<file path="src/rtl/fpnew_fma_issue_arbiter.sv">
// rtl/fpnew_fma_issue_arbiter.sv - round-robin issue arbiter sharing one FMA pipe between requesters
// Optional per-requester grant/stall counters under FPNEW_FMA_ARB_STATS_EN.
module fpnew_fma_issue_arbiter #(
  parameter int unsigned NumReq      = 2,
  parameter int unsigned DataWidth   = 64,
  parameter int unsigned ResWidth    = 38,
  parameter int unsigned MaxInflight = 4
) (
  input  logic                        clk_i,
  input  logic                        rst_ni,
  input  logic [NumReq-1:0]           req_valid_i,
  output logic [NumReq-1:0]           req_ready_o,
  input  logic [NumReq*DataWidth-1:0] req_data_i,
  output logic                        unit_valid_o,
  input  logic                        unit_ready_i,
  output logic [DataWidth-1:0]        unit_data_o,
  input  logic                        unit_out_valid_i,
  output logic                        unit_out_ready_o,
  input  logic [ResWidth-1:0]         unit_result_i,
  output logic [NumReq-1:0]           rsp_valid_o,
  input  logic [NumReq-1:0]           rsp_ready_i,
  output logic [ResWidth-1:0]         rsp_data_o,
  input  logic                        flush_i,
  output logic                        flush_o,
  output logic                        busy_o
`ifdef FPNEW_FMA_ARB_STATS_EN
  ,
  output logic [NumReq*32-1:0]        grant_cnt_o,
  output logic [31:0]                 stall_cnt_o
`endif
);

  localparam int unsigned IdWidth  = $clog2(NumReq);
  localparam int unsigned PtrWidth = (MaxInflight > 1) ? $clog2(MaxInflight) : 1;
  localparam int unsigned CntWidth = $clog2(MaxInflight + 1);

  logic [IdWidth-1:0]  rr_q, rr_d;
  logic [PtrWidth-1:0] wr_ptr_q, wr_ptr_d, rd_ptr_q, rd_ptr_d;
  logic [CntWidth-1:0] count_q, count_d;
  logic [IdWidth-1:0]  fifo_q [MaxInflight];
  logic [IdWidth-1:0]  fifo_d [MaxInflight];

  logic [IdWidth-1:0]  grant, cand, head_id;
  logic                grant_found, any_valid, can_issue, issue, pop, fifo_empty;
  int unsigned         scan;

  // Explicit compare-and-clear so non-power-of-two depths wrap correctly.
  function automatic logic [PtrWidth-1:0] ptr_inc(input logic [PtrWidth-1:0] p);
    return (p == PtrWidth'(MaxInflight - 1)) ? '0 : p + PtrWidth'(1);
  endfunction

  always_comb begin
    grant       = '0;
    grant_found = 1'b0;
    scan        = 0;
    cand        = '0;
    for (int unsigned i = 0; i < NumReq; i++) begin
      scan = 32'(rr_q) + i;
      if (scan >= NumReq) scan = scan - NumReq;
      cand = IdWidth'(scan);
      if (!grant_found && req_valid_i[cand]) begin
        grant_found = 1'b1;
        grant       = cand;
      end
    end
  end

  assign any_valid  = |req_valid_i;
  assign fifo_empty = (count_q == '0);
  assign can_issue  = (count_q < CntWidth'(MaxInflight)) & ~flush_i;
  // Gating with rst_ni keeps the issue side quiet while reset is held.
  assign unit_valid_o = any_valid & can_issue & rst_ni;
  assign unit_data_o  = req_data_i[grant*DataWidth +: DataWidth];
  assign issue        = unit_valid_o & unit_ready_i;
  assign head_id      = fifo_q[rd_ptr_q];
  assign rsp_data_o   = unit_result_i;
  assign flush_o      = flush_i;
  assign busy_o       = ~fifo_empty | any_valid;

  always_comb begin
    req_ready_o = '0;
    if (unit_valid_o) req_ready_o[grant] = unit_ready_i;
  end

  // An orphan result (empty FIFO) is accepted and dropped.
  always_comb begin
    rsp_valid_o      = '0;
    unit_out_ready_o = 1'b1;
    if (!fifo_empty) begin
      rsp_valid_o[head_id] = unit_out_valid_i;
      unit_out_ready_o     = rsp_ready_i[head_id];
    end
  end

  assign pop = ~fifo_empty & unit_out_valid_i & rsp_ready_i[head_id];

  always_comb begin
    fifo_d   = fifo_q;
    wr_ptr_d = wr_ptr_q;
    rd_ptr_d = rd_ptr_q;
    count_d  = count_q;
    rr_d     = rr_q;
    if (issue) begin
      fifo_d[wr_ptr_q] = grant;
      wr_ptr_d         = ptr_inc(wr_ptr_q);
      rr_d             = (grant == IdWidth'(NumReq - 1)) ? '0 : grant + IdWidth'(1);
    end
    if (pop) rd_ptr_d = ptr_inc(rd_ptr_q);
    if (issue && !pop)      count_d = count_q + CntWidth'(1);
    else if (!issue && pop) count_d = count_q - CntWidth'(1);
    if (flush_i) begin
      wr_ptr_d = '0;
      rd_ptr_d = '0;
      count_d  = '0;
    end
  end

  always_ff @(posedge clk_i or negedge rst_ni) begin
    if (!rst_ni) begin
      rr_q     <= '0;
      wr_ptr_q <= '0;
      rd_ptr_q <= '0;
      count_q  <= '0;
      for (int i = 0; i < int'(MaxInflight); i++) fifo_q[i] <= '0;
    end else begin
      rr_q     <= rr_d;
      wr_ptr_q <= wr_ptr_d;
      rd_ptr_q <= rd_ptr_d;
      count_q  <= count_d;
      fifo_q   <= fifo_d;
    end
  end

  assert property (@(posedge clk_i) disable iff (!rst_ni) !(unit_out_valid_i && fifo_empty));

`ifdef FPNEW_FMA_ARB_STATS_EN
  logic [31:0] grant_cnt_q [NumReq];
  logic [31:0] grant_cnt_d [NumReq];
  logic [31:0] stall_cnt_q, stall_cnt_d;

  always_comb begin
    grant_cnt_d = grant_cnt_q;
    stall_cnt_d = stall_cnt_q;
    if (issue && grant_cnt_q[grant] != '1) grant_cnt_d[grant] = grant_cnt_q[grant] + 32'd1;
    if (any_valid && !issue && stall_cnt_q != '1) stall_cnt_d = stall_cnt_q + 32'd1;
  end

  always_ff @(posedge clk_i or negedge rst_ni) begin
    if (!rst_ni) begin
      for (int i = 0; i < int'(NumReq); i++) grant_cnt_q[i] <= '0;
      stall_cnt_q <= '0;
    end else begin
      grant_cnt_q <= grant_cnt_d;
      stall_cnt_q <= stall_cnt_d;
    end
  end

  for (genvar g = 0; g < NumReq; g++) begin : g_cnt_out
    assign grant_cnt_o[g*32 +: 32] = grant_cnt_q[g];
  end
  assign stall_cnt_o = stall_cnt_q;
`endif

endmodule

</file>
<file path="config.mk">
export PLATFORM = sky130hd
export DESIGN_NAME = fpnew_fma_issue_arbiter
export DESIGN_NICKNAME = d
export VERILOG_FILES = /design/src/rtl/fpnew_fma_issue_arbiter.sv
export SDC_FILE = /design/constraint.sdc
export NUM_CORES = 1
export LEC_CHECK = 0
export CORE_AREA = 2 2 110 112
export DETAILED_ROUTE_END_ITERATION = 16
export DIE_AREA = 0 0 112 114
export GPL_TIMING_DRIVEN = 1
export PLACE_DENSITY = 0.6
export SETUP_SLACK_MARGIN = 0.02
export SLEW_MARGIN = 20
export SYNTH_ARGS = -nofsm -noshare
export SYNTH_HDL_FRONTEND = slang
export SYNTH_SLANG_ARGS = --single-unit
</file>
<file path="constraint.sdc">
create_clock -name clk_i -period 4.61 [get_ports clk_i]
set_clock_uncertainty 0.05 [all_clocks]
set_input_delay 0.6915 -clock clk_i [delete_from_list [all_inputs] [get_ports clk_i]]
set_output_delay 0.6915 -clock clk_i [all_outputs]
set_load 0.03 [all_outputs]
</file>
# After elaboration in Yosys (flattened, before gate mapping)

Cells that the tools add are included.

Register bits: 12
Output and inout port bits: 110
Word-level logic and storage cells: 92

Add/subtract/negate cells: 8
Magnitude comparators: 12
Equal/unequal tests: 2
Shift-type cells: 1
Mux-type cells: 34
Bitwise gates (word level): 13
Reduce and logical (&&, ||, !) cells: 14

Operator list:

| operator                                                 | count |
|---|---|
| indexed part select 128 x 8 -> 64 bit                    | 1 |
| two-way mux 1 bit                                        | 18 |
| two-way mux 2 bit                                        | 8 |
| two-way mux 3 bit                                        | 3 |
| < comparator 1 x 2 -> 1 bit, second input constant       | 4 |
| bitwise AND 1 bit                                        | 6 |
| greater-or-equal comparator 3 bit, second input constant | 2 |
| logical AND 1 bit                                        | 6 |
| NOT 2 -> 3 bit                                           | 2 |
| adder 2 x 1 -> 2 bit, second input constant              | 2 |
| bitwise AND 2 bit                                        | 2 |
| bitwise mux 4 bit                                        | 1 |
| equality test 2 bit, second input constant               | 2 |
| nonzero test 2 bit                                       | 2 |
| adder 3 x 1 -> 3 bit, second input constant              | 1 |
| logical NOT 1 bit                                        | 3 |
| logical NOT 3 bit                                        | 1 |
| < comparator 3 x 1 -> 1 bit, second input constant       | 1 |
| < comparator 3 bit, second input constant                | 1 |
| nonzero test 3 bit                                       | 1 |
| subtractor 3 x 1 -> 3 bit, second input constant         | 1 |
| adder 1 x 1 -> 2 bit, second input constant              | 1 |
| binary-select mux 1 bit (select 2 bit)                   | 1 |
| demux 1 bit (select 1 bit)                               | 2 |
| other kinds (9)                                          | 12 |

# Logic depth before layout (Yosys ltp)

Depth in word-level cells: 14
Depth in mapped cells: 8
Mapped depth without buffers: 7

# Worst setup path before layout

No wires, ideal clock.

Path kind: input-to-reg
Start point: input port flush_i
End point: register count_q[1]
Library setup time: 65 ps
Data arrival time: 2628 ps
Data required time: 4495 ps
Slack: 1867 ps
Cell stages on the path: 8
Buffers on the path: 1
Cell sequence: clkbuf_1 -> nor3b_1 -> nand3_1 -> nor2_1 -> fa_1 -> a311o_1 -> a21oi_1 -> a311o_2

Word-level cells in the longest chain between the ends: 8

Ends and longest elaborated chain:

| what                                                           | RTL line | text |
|---|---|---|
| start, declared                                                | 23       | `input logic flush_i,` |
| NOT 1 bit                                                      | 70       | `assign can_issue = (count_q < CntWidth'(MaxInflight)) & ~flush_i;` |
| bitwise AND 1 bit                                              | 70       |  |
| bitwise AND 1 bit (2 in a row)                                 | 72       | `assign unit_valid_o = any_valid & can_issue & rst_ni;` |
| bitwise AND 1 bit                                              | 74       | `assign issue = unit_valid_o & unit_ready_i;` |
| logical AND 1 bit / logical NOT 1 bit (equally long branches)  | 109, 110 |  |
| two-way mux 3 bit / logical AND 1 bit (equally long branches)  | 109, 110 |  |
| two-way mux 3 bit / nonzero test 3 bit (equally long branches) | --       |  |
| end signal, assigned                                           | 129      | `count_q <= count_d;` |
| end, declared                                                  | 39       | `logic [CntWidth-1:0] count_q, count_d;` |

Several ways; a longest one is shown, not always the timed one.
A chain may end at the register's enable or synchronous reset.

# Worst setup path after layout

Start point: input port rst_ni
End point: output port req_ready_o[1]

Word-level cells in the longest chain between the ends: 2

Ends and longest elaborated chain:

| what              | RTL line | text |
|---|---|---|
| start, declared   | 10       | `input logic rst_ni,` |
| bitwise AND 1 bit | 72       |  |
| two-way mux 2 bit | 82       | `if (unit_valid_o) req_ready_o[grant] = unit_ready_i;` |
| end, declared     | 12       | `output logic [NumReq-1:0] req_ready_o,` |

No other way between the ends.

==> summary.md <==
| Metric | Value |
|---|---|
| Overall power consumption | `0.00100 W` |
| Count of distinct cell types in the synthesized netlist | `34` |
| Critical Path End Type | `output pin` |
| Setup CP Type | `in2out` |
| Commonest non-fill, non-tap cell in the layout | `sky130_fd_sc_hd__clkdlybuf4s50_1` |
| Type of origin of the critical path | `primary input` |
| Setup total negative slack | `0 ns` |
| Count of final setup violators | `0` |
| Cell count after synthesis | `between 300 and 400` |
| Post-synthesis sequential area ratio | `16.1%` |
| Grt total ovfl | `0` |
| Wirelength per Cell | `12.8 µm` |
| Area growth from synthesis to layout | `111%` |
| Mapped cell area | `1870 µm²` |
| Number of enable flip-flop cells after synthesis | `0` |
| Hold buffers post-CTS | `0` |
| Setup fix buffers added after clock tree synthesis | `0` |
| Share of synthesized flip-flops with an asynchronous set or reset | `100%` |
| Met3 routing resource usage after global routing | `4.57%` |
| Busiest grt layer | `met2` |
| Deepest clock path buffer count | `2` |
| Avg Inst Size Synth | `5.69 µm²` |
| Area inside the core boundary | `11,700 µm²` |
| GR Util All Layers | `a little under an eighth` |
| Max frequency | `0.271 GHz` |
| Global-route track usage on met1 | `13.1%` |
| Share of cells above drive strength 1 | `4.69%` |
| Root Driver | `sky130_fd_sc_hd__clkbuf_16` |
| Hold Crit Depth | `1` |
| Weighted congestion at the end of routability-driven global placement | `0.714` |
| Min setup slack post-route | `0.919 ns` |
| Final critical-path share of the clock period | `80.1%` |
| Largest driver fanout on the critical path | `9` |
| Detailed-routing iteration count for the pre-antenna-repair pass | `4` |
| Final nets | `672` |
| CTS sink count | `12` |
| Number of hold violations in the final report | `0` |
| Total clock buffers created by CTS | `3` |
| DPL Wire Length | `between 6 and 7 mm` |
| Result of the run | `completed` |
| Count of antenna-violating nets left after detailed routing | `0` |
| Post-DR vias/cell | `4.05` |
| FILL cells | `around 1,300` |
| PD cells | `between 200 and 300 nW/µm²` |
| Maximum number of pins on one net before global-route repair | `40` |
| Number of DRC markers after the initial detailed-route iteration | `119` |
| Count of H-tree levels built during CTS | `1` |
| Pleak | `1.81 nW` |
| Full die area | `12,800 µm²` |
| Number of antenna violations at the first check in global routing | `0` |
| Site Rows | `40` |
| Worst Hold Margin | `0.464 ns` |
| Number of input and output port buffers inserted | `208` |
| Post-CTS resize count | `0` |
| Worst-Margin Slew | `between 0.5 and 0.6 ns` |
| Final routed DRC violation total | `0` |
| First-pass GRT wire length | `12.0 mm` |
| Synth warn | `0` |
| Worst hold-check path type | `reg2reg` |
| Count of max-cap constraint violations | `0` |
| Flops & latches, synth | `12` |
| Data required time at the worst endpoint | `slightly below 4 ns` |
| Total routed wirelength | `8.14 mm` |
| Setup slack at placement | `0.956 ns` |
| Final critical-path required period | `3.69 ns` |
| Clock tree from TritonCTS | `built` |
| Max IR drop VDD | `~120 µV` |
| Starting density of the core | `~16%` |
| Register-to-Register Path Depth | `7` |
| Post-layout util | `33.6%` |
| Die X-Extent | `112 µm` |
| I/O pin total | `between 200 and 300` |
| Worst endpoint data arrival time | `2.95 ns` |
| Total vias in the final route | `2,580` |
| Commonest cells after routing, fill and taps aside | `sky130_fd_sc_hd__clkdlybuf4s50_1, sky130_fd_sc_hd__nand2_1, sky130_fd_sc_hd__dfrtp_1, sky130_fd_sc_hd__inv_1` |
| Slew headroom | `62.8%` |
| Ys flop type | `sky130_fd_sc_hd__dfrtp_1` |
| Clock network latency to the later pin of the worst-skew pair | `roughly 0.24 ns` |
| Setup repair after global routing missed its margin | `false` |
| Net Count, Synth | `between 500 and 600` |
| Vias in the first global route | `2,441` |
| Met2 Use GR | `about a fifth` |
| N_diodes | `0` |
| Die Span Y | `between 100 and 150 µm` |
| Clock-pin slew on the worst setup and hold paths | `0.04 ns` |
| Final count of pins violating max slew | `0` |
-- metrics by stage --
stage,cell area [µm²],instances
2_1_floorplan,1870,328
5_1_grt,3930,637
3_3_place_gp,3840,633
3_5_place_dp,3840,633
4_1_cts,3930,637
6_report,3930,637
-- registers in the layout, indices dropped and copies added, names as in the netlist --
name and cells:
wr_ptr_q 2, count_q 3, rr_q 1, rd_ptr_q 2, fifo_q 4
-- where the power goes --
| group | switching, W | total, W | internal, W |
|---|---|---|---|
| Clock | 0.0000490 | 0.000180 | 0.000131 |
| Combinational | 0.000358 | 0.000684 | 0.000326 |
| Sequential | 0.0000176 | 0.000140 | 0.000122 |
-- synth_stat cells (2+ instances only) --
library cell	n	area (µm²)
sky130_fd_sc_hd__mux2i_1	2	20.0
sky130_fd_sc_hd__clkbuf_1	15	56.3
sky130_fd_sc_hd__nand3_1	2	10.0
sky130_fd_sc_hd__or3_1	2	12.5
sky130_fd_sc_hd__dfrtp_1	12	300
sky130_fd_sc_hd__o311ai_0	2	17.5
sky130_fd_sc_hd__o21ai_0	2	10.0
sky130_fd_sc_hd__mux2_2	4	45.0
sky130_fd_sc_hd__nor2_1	5	18.8
sky130_fd_sc_hd__a21oi_1	6	30.0
sky130_fd_sc_hd__nand2_1	204	766
sky130_fd_sc_hd__buf_4	39	293
sky130_fd_sc_hd__inv_1	7	26.3
sky130_fd_sc_hd__ha_1	5	62.6
sky130_fd_sc_hd__or2_2	2	12.5
-- routing by layer --
metal,wire length [µm],vias to the layer above
met5,0,-
met4,194,0
met3,960,23
met2,3850,143
met1,3130,1116
li1,-,1298
-- kinds of logic (layout without fill, tap and decap cells) --
group	Yosys count	after routing	share of synthesized area (%)
and+or+nand+nor	224	224	47.2
buffers and inverters	63	225	20.6
AOI/OAI and AO/OA	14	14	4.96
DFF	12	12	16.1
muxes	8	8	5.50
adders and majority gates	6	6	4.43
xor gates and xnor gates	1	1	1.21
-- layout make-up --
class | count | area (µm²) | share of cell area (%)
clock buffer | 4 | 88.8 | 2.26
sequential | 12 | 300 | 7.64
timing repair buffer | 214 | 2130 | 54.1
tap | 147 | 184 | 4.68
multi-input combinational | 253 | 1200 | 30.6
inverter | 7 | 26.3 | 0.669
-- final timing paths --
path                             endpoint        start  slack (ns)
max                        req_ready_o[1]       rst_ni        0.92
min                             fifo_q[2]    fifo_q[2]        0.46
max reg2reg                    count_q[1]  rd_ptr_q[0]        1.91
min reg2reg                     fifo_q[2]    fifo_q[2]        0.46
max in group asynchronous     rd_ptr_q[0]       rst_ni        3.62
min in group asynchronous     wr_ptr_q[0]       rst_ni        0.73
-- worst max-delay path, stage by stage --
cell and delay, ns:
sky130_fd_sc_hd__clkdlybuf4s50_1 0.47, sky130_fd_sc_hd__nor3b_1 0.48, sky130_fd_sc_hd__nand3_1 0.36, sky130_fd_sc_hd__nor2_1 0.23, sky130_fd_sc_hd__clkdlybuf4s50_1 0.70
Power figures use the tool's default switching activity.
